[src/rtl/segment_pkg.sv]
// Shared types and helpers for the hue segmenter: pixel struct, class code
// and circular hue distance.
package segment_pkg;

  localparam int HUE_MAX = 360;

  typedef struct packed {
    logic [7:0] r;
    logic [7:0] g;
    logic [7:0] b;
  } rgb_t;

  // Wide enough for the largest supported class count (7) plus background.
  typedef logic [2:0] class_code_t;

  // Shortest distance between two hues on the 0..359 circle.
  function automatic logic [8:0] hue_dist(input logic [8:0] a, input logic [8:0] b);
    logic [8:0] diff;
    diff = (a > b) ? a - b : b - a;
    return (diff > 9'd180) ? 9'(HUE_MAX) - diff : diff;
  endfunction

endpackage

[src/rtl/seg_hue_calc.sv]
// Three-stage integer hue pipeline: max/min/sector, 60*numerator, then
// truncating divide and wrap into 0..359.
module seg_hue_calc
  import segment_pkg::*;
(
  input  logic        clock,
  input  logic        n_rst,
  input  logic [23:0] pix,
  output logic [8:0]  hue,
  output logic [7:0]  mx,
  output logic        achromatic
);

  typedef enum logic [1:0] {SEC_R, SEC_G, SEC_B} sector_t;

  rgb_t              px;
  logic [7:0]        mx_c;
  logic [7:0]        mn_c;
  sector_t           sec_c;
  logic signed [8:0] num_c;

  assign px = pix;

  // Strict compares give the R > G > B tie priority for the maximum.
  always_comb begin
    mx_c  = px.r;
    sec_c = SEC_R;
    if (px.g > mx_c) begin
      mx_c  = px.g;
      sec_c = SEC_G;
    end
    if (px.b > mx_c) begin
      mx_c  = px.b;
      sec_c = SEC_B;
    end
    mn_c = px.r;
    if (px.g < mn_c) mn_c = px.g;
    if (px.b < mn_c) mn_c = px.b;
    case (sec_c)
      SEC_G:   num_c = $signed({1'b0, px.b}) - $signed({1'b0, px.r});
      SEC_B:   num_c = $signed({1'b0, px.r}) - $signed({1'b0, px.g});
      default: num_c = $signed({1'b0, px.g}) - $signed({1'b0, px.b});
    endcase
  end

  logic [7:0]         s1_mx, s1_d, s2_mx, s2_d;
  sector_t            s1_sec, s2_sec;
  logic signed [8:0]  s1_num;
  logic signed [14:0] s2_prod;
  logic signed [14:0] num_ext;
  logic signed [14:0] den;
  logic signed [14:0] quot;
  logic signed [10:0] base;
  logic signed [10:0] h_c;

  assign num_ext = {{6{s1_num[8]}}, s1_num};
  // A zero spread is flagged achromatic; the divisor is forced to 1 so the
  // divider never sees zero.
  assign den     = {7'd0, (s2_d == 8'd0) ? 8'd1 : s2_d};
  assign quot    = s2_prod / den;

  always_comb begin
    case (s2_sec)
      SEC_G:   base = 11'sd120;
      SEC_B:   base = 11'sd240;
      default: base = 11'sd0;
    endcase
    h_c = base + $signed(quot[10:0]);
    if (h_c < 11'sd0) h_c = h_c + 11'sd360;
  end

  always_ff @(posedge clock or negedge n_rst) begin
    if (!n_rst) begin
      s1_mx      <= '0;
      s1_d       <= '0;
      s1_sec     <= SEC_R;
      s1_num     <= '0;
      s2_mx      <= '0;
      s2_d       <= '0;
      s2_sec     <= SEC_R;
      s2_prod    <= '0;
      hue        <= '0;
      mx         <= '0;
      achromatic <= 1'b1;
    end else begin
      s1_mx      <= mx_c;
      s1_d       <= mx_c - mn_c;
      s1_sec     <= sec_c;
      s1_num     <= num_c;
      s2_mx      <= s1_mx;
      s2_d       <= s1_d;
      s2_sec     <= s1_sec;
      s2_prod    <= num_ext * 15'sd60;
      hue        <= h_c[8:0];
      mx         <= s2_mx;
      achromatic <= (s2_d == 8'd0);
    end
  end

endmodule

[src/rtl/seg_hue_classifier.sv]
// Streaming hue segmenter: per-frame config shadowing, hue classification,
// matched-latency raster counts and per-class end-of-frame statistics.
module seg_hue_classifier
  import segment_pkg::*;
#(
  parameter  int WIDTH   = 640,
  parameter  int HEIGHT  = 480,
  parameter  int H_DISP  = 640,
  parameter  int V_DISP  = 480,
  parameter  int N_CLASS = 3,
  parameter  int HUE_TOL = 8,
  localparam int CLASS_W = $clog2(N_CLASS + 1),
  localparam int CNT_W   = $clog2(H_DISP * V_DISP + 1),
  localparam int HC_W    = $clog2(WIDTH + 1),
  localparam int VC_W    = $clog2(HEIGHT + 1)
) (
  input  logic                     clock,
  input  logic                     n_rst,
  input  logic [23:0]              in_y,
  input  logic [HC_W-1:0]          in_hcnt,
  input  logic [VC_W-1:0]          in_vcnt,
  input  logic [N_CLASS*9-1:0]     cfg_hue,
  input  logic [7:0]               cfg_rmin,
  output logic [CLASS_W-1:0]       out_y,
  output logic [HC_W-1:0]          out_hcnt,
  output logic [VC_W-1:0]          out_vcnt,
  output logic [N_CLASS*CNT_W-1:0] stat_cnt,
  output logic                     stat_valid
);

  logic                 sof_in;
  logic [N_CLASS*9-1:0] sh_hue, hue_sel;
  logic [7:0]           sh_rmin, rmin_sel;

  // The frame-start pixel itself already uses the freshly sampled config.
  assign sof_in   = (in_hcnt == '0) && (in_vcnt == '0);
  assign hue_sel  = sof_in ? cfg_hue : sh_hue;
  assign rmin_sel = sof_in ? cfg_rmin : sh_rmin;

  always_ff @(posedge clock or negedge n_rst) begin
    if (!n_rst) begin
      sh_hue  <= '0;
      sh_rmin <= 8'hFF;
    end else if (sof_in) begin
      sh_hue  <= cfg_hue;
      sh_rmin <= cfg_rmin;
    end
  end

  logic [8:0] c_hue;
  logic [7:0] c_mx;
  logic       c_achrom;

  seg_hue_calc u_calc (
    .clock      (clock),
    .n_rst      (n_rst),
    .pix        (in_y),
    .hue        (c_hue),
    .mx         (c_mx),
    .achromatic (c_achrom)
  );

  // Side-band travels with each pixel so frame-boundary config changes never
  // leak onto the tail of the previous frame.
  logic [HC_W-1:0]      p_hcnt [3];
  logic [VC_W-1:0]      p_vcnt [3];
  logic [N_CLASS*9-1:0] p_hue  [3];
  logic [7:0]           p_rmin [3];
  logic [2:0]           p_valid;

  always_ff @(posedge clock or negedge n_rst) begin
    if (!n_rst) begin
      for (int i = 0; i < 3; i++) begin
        p_hcnt[i] <= '0;
        p_vcnt[i] <= '0;
        p_hue[i]  <= '0;
        p_rmin[i] <= 8'hFF;
      end
      p_valid <= '0;
    end else begin
      p_hcnt[0] <= in_hcnt;
      p_vcnt[0] <= in_vcnt;
      p_hue[0]  <= hue_sel;
      p_rmin[0] <= rmin_sel;
      for (int i = 1; i < 3; i++) begin
        p_hcnt[i] <= p_hcnt[i-1];
        p_vcnt[i] <= p_vcnt[i-1];
        p_hue[i]  <= p_hue[i-1];
        p_rmin[i] <= p_rmin[i-1];
      end
      p_valid <= {p_valid[1:0], 1'b1};
    end
  end

  logic               active4, sof4, eof4;
  logic [N_CLASS-1:0] hit;
  class_code_t        code;

  assign active4 = p_valid[2] && (p_hcnt[2] < HC_W'(H_DISP)) && (p_vcnt[2] < VC_W'(V_DISP));
  assign sof4    = p_valid[2] && (p_hcnt[2] == '0) && (p_vcnt[2] == '0);
  assign eof4    = p_valid[2] && (p_hcnt[2] == HC_W'(H_DISP - 1)) && (p_vcnt[2] == VC_W'(V_DISP - 1));

  always_comb begin
    hit = '0;
    for (int k = 0; k < N_CLASS; k++) begin
      hit[k] = active4 && !c_achrom && (c_mx >= p_rmin[2]) &&
               (hue_dist(c_hue, p_hue[2][9*k +: 9]) <= 9'(HUE_TOL));
    end
    code = '0;
    for (int k = N_CLASS - 1; k >= 0; k--) begin
      if (hit[k]) code = class_code_t'(k + 1);
    end
  end

  logic [CNT_W-1:0] cnt    [N_CLASS];
  logic [CNT_W-1:0] cnt_nx [N_CLASS];
  logic [CNT_W-1:0] st     [N_CLASS];
  logic             frame_seen;

  always_comb begin
    for (int k = 0; k < N_CLASS; k++) begin
      cnt_nx[k] = cnt[k];
      if ((code == class_code_t'(k + 1)) && (cnt[k] != '1)) cnt_nx[k] = cnt[k] + CNT_W'(1);
    end
  end

  // Statistics are only published for frames whose start was seen since reset.
  always_ff @(posedge clock or negedge n_rst) begin
    if (!n_rst) begin
      out_y      <= '0;
      out_hcnt   <= '0;
      out_vcnt   <= '0;
      stat_valid <= 1'b0;
      frame_seen <= 1'b0;
      for (int k = 0; k < N_CLASS; k++) begin
        cnt[k] <= '0;
        st[k]  <= '0;
      end
    end else begin
      out_y      <= code[CLASS_W-1:0];
      out_hcnt   <= p_hcnt[2];
      out_vcnt   <= p_vcnt[2];
      stat_valid <= 1'b0;
      if (sof4) frame_seen <= 1'b1;
      if (eof4) begin
        for (int k = 0; k < N_CLASS; k++) cnt[k] <= '0;
        if (frame_seen) begin
          for (int k = 0; k < N_CLASS; k++) st[k] <= cnt_nx[k];
          stat_valid <= 1'b1;
        end
      end else begin
        for (int k = 0; k < N_CLASS; k++) cnt[k] <= cnt_nx[k];
      end
    end
  end

  for (genvar k = 0; k < N_CLASS; k++) begin : g_stat
    assign stat_cnt[CNT_W*k +: CNT_W] = st[k];
  end

endmodule

[config.mk]
export PLATFORM = sky130hd
export DESIGN_NAME = seg_hue_classifier
export DESIGN_NICKNAME = d
export VERILOG_FILES = /design/src/rtl/segment_pkg.sv /design/src/rtl/seg_hue_calc.sv /design/src/rtl/seg_hue_classifier.sv
export SDC_FILE = /design/constraint.sdc
export NUM_CORES = 1
export LEC_CHECK = 0
export ABC_AREA = 1
export CORE_MARGIN = 2
export CORE_UTILIZATION = 65
export DETAILED_ROUTE_END_ITERATION = 7
export GPL_TIMING_DRIVEN = 0
export HOLD_SLACK_MARGIN = 0.15
export PLACE_DENSITY = 0.92
export SLEW_MARGIN = 5
export SYNTH_ARGS = -nofsm -noshare
export SYNTH_HDL_FRONTEND = slang
export SYNTH_SLANG_ARGS = --single-unit
[constraint.sdc]
create_clock -name clock -period 55 [get_ports clock]
set_input_delay 11 -clock clock [delete_from_list [all_inputs] [get_ports clock]]
set_output_delay 11 -clock clock [all_outputs]
set_load 0.01 [all_outputs]
==> results by group, run 1 <==
Synth
  • Primary FF master, synth: dfrtp_1
  • Avg Cell Area, Syn: 8.97 um2
  • Yosys warns: 0
  • Post-synth EDFFs: 0
  • Fraction of registers with async set/reset: 1.00
  • Yosys cell types: 68
  • Mapped Area: 23200 um2
  • Synth Instances: 2581
  • Register area share after synthesis: 0.410
  • Net Count, Synth: 2917
  • #FFs+latches synth: 378

CTS
  • H-tree depth: 2
  • Postcts setup bufs: 0
  • Clock-pin slew on the worst setup and hold paths: 70 ps
  • Clk_lat worst skew: 560 ps
  • CTS sink count: 378
  • CTS tree: built
  • Clock root buffer master: clkbuf_16
  • Post-CTS resize count: 0
  • Post-CTS Hold Buffers: 0
  • Maximum root-to-sink buffer count: 3
  • CTS Buf Count: 37

Worst setup path
  • CP bufs+invs: 35
  • Crit-path slowest cell: inv_1
  • Crit-path leading delay family: compound AO/OA/AOI/OAI gates
  • Max FO, Critical Path: 18
  • Setup crit start kind: flop
  • CP most frequent cell: nand2_1
  • WP data required: 55420 ps
  • Crit path DAT: 31410 ps
  • Critical Path Sink Type: flop
  • Kind of critical path: reg2reg
  • CP peak stage delay: 540 ps

Global routing
  • Vias in the first global route: 19300
  • Grt ovf: 0
  • GRT Total Usage: 0.320
  • First-pass GRT wire length: 94900 um
  • Initial antenna violation count: 3
  • Largest net degree at the start of global routing: 126

Detailed routing
  • Via density: 5.95
  • Initial DRC Count: 1498
  • Final wirelength: 59600 um
  • Wirelength per Cell: 18.2 um
  • Vias: 19500
  • DRT Pass-1 Iters: 6
  • Post-route ant nets: 0
  • Residual DRC: 0

STA
  • RSZ-0062 raised after global routing: false
  • Final setup fails: 0
  • F_max: 0.0323 GHz
  • Minimum clock period: 30990 ps
  • Final slew viol count: 0
  • Worst hold slack: 339 ps
  • Final setup TNS: 0 ps
  • Worst Max-Slew Pin Slew: 874 ps
  • Final hold violations: 0
  • Final period utilization: 0.563
  • Clock Skew: 25.0 ps
  • Slew headroom: 0.412

Floorplan
  • Placement Rows: 69
  • Core area: 35300 um2
  • Starting Density: 0.656
  • IO Count: 159
  • Die height: 193 um
  • Die extent in x: 193 um
  • DIE AREA: 37100 um2

Run status
  • Status: complete, no violations

Placement
  • Final GP Congestion: 0.976
  • Placed cell area: 25400 um2
  • Post-DP HPWL: 42100 um
  • Buffers on Ports: 158

Worst hold path
  • Hold Crit Class: reg2reg

Cells and area
  • Layout cells sized above 1: 0.0826
  • Commonest non-fill, non-tap cell in the layout: nand2_1
  • Commonest non-fill, non-tap cells in the layout: nand2_1 (471), dfrtp_1 (353), inv_1 (332)
  • Nets@finish: 3118
  • Design area: 26700 um2
  • Synth-to-Final Area Change: 15.3%

Flow run
  • Maxcap violations: 0
-- cell usage after synthesis, types with 40 or more instances --
cell | number | area share
nand2_1 | 471 | 0.076
xnor2_1 | 67 | 0.025
ha_1 | 231 | 0.12
nor2_1 | 175 | 0.028
xor2_1 | 113 | 0.043
dfrtp_1 | 353 | 0.38
nand4_1 | 40 | 0.011
a21oi_1 | 106 | 0.023
inv_1 | 332 | 0.054
o21ai_0 | 135 | 0.029
o21a_1 | 64 | 0.021
nand3_1 | 112 | 0.024
-- area by class of cell --
type / count / area, um2
Inverter: 344 / 1290
Sequential cell: 378 / 9490
Buffer: 38 / 170
Multi-Input combinational cell: 1821 / 12200
Clock buffer: 51 / 1050
Clock inverter: 15 / 219
Antenna cell: 7 / 17.5
Fill cell: 2179 / 8610
Tap cell: 461 / 577
Timing Repair Buffer: 162 / 1680
-- kinds of logic (layout without fill, tap and decap cells) --
| family | after synthesis | count (layout) | share of synthesized area |
|---|---|---|---|
| xor+xnor | 180 | 180 | 0.0681 |
| other cells | 1 | 8 | 0.000162 |
| fa+ha+maj | 256 | 256 | 0.146 |
| simple gates | 928 | 928 | 0.182 |
| buf+inv | 382 | 610 | 0.0631 |
| flops | 378 | 378 | 0.410 |
| mux | 40 | 40 | 0.0192 |
| compound gates | 416 | 416 | 0.112 |
-- worst register-to-register path, delay by kind of cell, from the launching register on --
| family | cells | cell delay, ps |
|---|---|---|
| AO/OA/AOI/OAI | 63 | 11110 |
| flip-flops | 1 | 370 |
| adder cells (fa/ha/maj) | 17 | 5230 |
| XOR/XNOR | 3 | 680 |
| AND/OR/NAND/NOR | 73 | 8300 |
| buffers and inverters | 35 | 5200 |
-- metal layers --
metal  global-route usage  vias up  wire length, um
met2                0.542      986            29200
met1                0.392     9342            23000
li1                     -     8902                -
met3               0.0509      268             4030
met4                0.172        0             3350
met5                    0        -                0
-- registers in the layout, summed over array words and instances (netlist names), 2 cells and up --
signal,flops
stat_cnt,57
p_hue,81
p_vcnt,27
u_calc.s2_sec,2
u_calc.s2_prod,13
u_calc.s1_sec,2
u_calc.s2_d,8
u_calc.s1_num,9
u_calc.hue,9
out_hcnt,10
u_calc.mx,8
out_vcnt,9
cnt,57
p_hcnt,30
out_y,2
u_calc.s1_d,8
p_valid,3
u_calc.s2_mx,8
u_calc.s1_mx,8
p_rmin,24
-- worst paths after layout --
kind / startpoint / endpoint / slack, ps / depth (start not counted)
max: u_calc.s2_d[2] / u_calc.hue[8] / 24010 / 191
min: u_calc.s2_mx[1] / u_calc.mx[1] / 340 / 0
max reg2reg: u_calc.s2_d[2] / u_calc.hue[8] / 24010 / 191
min reg2reg: u_calc.s2_mx[1] / u_calc.mx[1] / 340 / 0
max in group asynchronous: n_rst / u_calc.hue[2] / 43290 / 3
min in group asynchronous: n_rst / p_hue[65] / 10360 / 1
-- per-stage QoR --
step / setup slack [ps] / util / cells
after detailed placement: 24770 / 0.720 / 3204
after CTS: 24490 / 0.756 / 3270
after global placement: 24990 / 0.717 / 3200
after global routing: 21380 / 0.756 / 3273
after floorplan: 28770 / - / 2581
final: 24010 / 0.756 / 3277
Power of run 1 is left out: the tool's default activity adds up to more than one toggle a clock period on the data nets, which glitch-free logic cannot reach.
==> inputs of run 2 (changes only) <==
--- a/config.mk
+++ b/config.mk
@@ -7,11 +7,11 @@
 export LEC_CHECK = 0
 export ABC_AREA = 1
 export CORE_MARGIN = 2
-export CORE_UTILIZATION = 65
+export CORE_UTILIZATION = 60
 export DETAILED_ROUTE_END_ITERATION = 7
 export GPL_TIMING_DRIVEN = 0
 export HOLD_SLACK_MARGIN = 0.15
-export PLACE_DENSITY = 0.92
+export PLACE_DENSITY = 0.86
 export SLEW_MARGIN = 5
 export SYNTH_ARGS = -nofsm -noshare
 export SYNTH_HDL_FRONTEND = slang
==> constraint.sdc (replaced) <==
create_clock -name clock -period 32.1 [get_ports clock]
set_input_delay 6.42 -clock clock [delete_from_list [all_inputs] [get_ports clock]]
set_output_delay 6.42 -clock clock [all_outputs]
set_load 0.01 [all_outputs]
==> run 2 against run 1 <==
  * First-iteration DRC count fell by 13%
  * Critical path depth grew 5
  * Utilization fell by 4.3 points
  * Design area increased by 1.0%
  * Sequential share of layout area shrank 0.36 points
  * Global-route usage is 3.5 points lower
  * Clock skew up 13 ps
  * Sequential cell count unchanged
  * Register-to-register slack got worse by 21000 ps
  * Non-clock buffer count increased by 10
  * Critical path type unchanged
  * Largest cell class unchanged
==> results by group, run 2 (synthesis results as in run 1) <==
Detailed routing
  • Wirelength per Cell: 17.0 um
  • Final wirelength: 56700 um
  • Residual DRC: 0
  • DRT Pass-1 Iters: 5
  • Via density: 5.63
  • Post-route ant nets: 0
  • Initial DRC Count: 1297
  • Vias: 18800

CTS
  • H-tree depth: 2
  • Clock-pin slew on the worst setup and hold paths: 70 ps
  • CTS Buf Count: 37
  • Clk_lat worst skew: 560 ps
  • Maximum root-to-sink buffer count: 3
  • Clock root buffer master: clkbuf_16
  • CTS tree: built
  • CTS sink count: 378

Worst setup path
  • WP data required: 32520 ps
  • CP most frequent cell: nand2_1
  • Kind of critical path: reg2reg
  • Crit-path slowest cell: dfrtp_1
  • Max FO, Critical Path: 10
  • Crit path DAT: 29990 ps
  • CP bufs+invs: 33
  • Setup crit start kind: flop
  • Crit-path leading delay family: simple AND/OR/NAND/NOR gates
  • CP peak stage delay: 450 ps
  • Critical Path Sink Type: flop

Global routing
  • First-pass GRT wire length: 94500 um
  • Largest net degree at the start of global routing: 119
  • GRT Total Usage: 0.284
  • Grt ovf: 0
  • Vias in the first global route: 19400
  • Initial antenna violation count: 10

Floorplan
  • Core area: 37800 um2
  • DIE AREA: 40200 um2
  • IO Count: 159
  • Die height: 200 um
  • Placement Rows: 71
  • Starting Density: 0.612
  • Die extent in x: 200 um

Placement
  • Buffers on Ports: 158
  • Final GP Congestion: 0.921
  • Post-DP HPWL: 41800 um

STA
  • Worst hold slack: 334 ps
  • Worst Max-Slew Pin Slew: 869 ps
  • Clock Skew: 38.3 ps
  • Minimum clock period: 29570 ps
  • RSZ-0062 raised after global routing: false
  • Final setup fails: 0
  • Final setup TNS: 0 ps
  • Final hold violations: 0
  • Final slew viol count: 0
  • Final period utilization: 0.921
  • F_max: 0.0338 GHz
  • Slew headroom: 0.416

Cells and area
  • Commonest non-fill, non-tap cell in the layout: nand2_1
  • Synth-to-Final Area Change: 16.5%
  • Layout cells sized above 1: 0.0915
  • Filler cells: 2689
  • Nets@finish: 3128
  • Max FFs per register: 81
  • Biggest register: p_hue
  • Commonest non-fill, non-tap cells in the layout: nand2_1 (470), dfrtp_1 (353), inv_1 (332)

Flow run
  • Maxcap violations: 0

Run status
  • Status: complete, no violations

Worst hold path
  • Hold Crit Class: reg2reg
## run 2: cell types whose count changed in the layout (fill, tap and decap cells not counted), moves of 3 or more
| cell | before | now |
|---|---|---|
| diode_2 | 7 | 10 |
| clkbuf_8 | 7 | 11 |
| buf_4 | 2 | 13 |
| clkbuf_1 | 30 | 25 |
| o21ai_1 | 7 | 11 |
| o21ai_0 | 135 | 131 |
## run 2: final cells by class
class	count	area, um2	area share
multi-input cells	1821	12300	0.454
flip-flops and latches	378	9490	0.352
repair buffers	172	1750	0.0649
inverters	344	1300	0.0481
clock buffers	52	1090	0.0405
well taps	511	639	0.0237
clock inverters	16	243	0.00900
plain buffers	38	179	0.00663
diodes	10	25.0	0.000928
## run 2: layer usage
metal / up-vias / share of wire / GRT usage
met4: 0 / 0.041 / 0.125
met5: - / 0 / 0
met2: 626 / 0.50 / 0.499
li1: 8913 / - / -
met1: 9087 / 0.40 / 0.350
met3: 175 / 0.055 / 0.0401
## run 2: worst register-to-register path, delay by kind of cell, from the launching register on
kind,cells,cell delay (ps)
AO/OA/AOI/OAI,60,9590
XOR/XNOR,1,150
adder cells (fa/ha/maj),18,5370
buffers and inverters,33,4060
flip-flops,1,450
AND/OR/NAND/NOR,84,9810
## run 2: final timing paths
path,start,end,slack [ps],cells after the start
max,u_calc.s2_prod[2],u_calc.hue[3],2530,196
min,p_hue[32],p_hue[5],330,0
max reg2reg,u_calc.s2_prod[2],u_calc.hue[3],2530,196
min reg2reg,p_hue[32],p_hue[5],330,0
max in group asynchronous,n_rst,u_calc.s2_prod[5],25020,3
min in group asynchronous,n_rst,p_hue[9],5760,1
## run 2: what timing repair did
action                     in CTS  in global routing
setup endpoints to repair       0                  8
setup buffers                   0                 11
resized for setup               0                 26
hold buffers                    0                  0
## run 2: stage by stage
step	util	std cells	setup slack, ps	cell area (um2)
5_1_grt	0.713	3340	12.2	27000
6_report	0.713	3342	2530	27000
2_1_floorplan	-	2581	5870	23200
3_3_place_gp	0.671	3250	2060	25400
3_5_place_dp	0.673	3253	1460	25500
4_1_cts	0.708	3321	1270	26800
Power of run 2 is left out for the same reason.
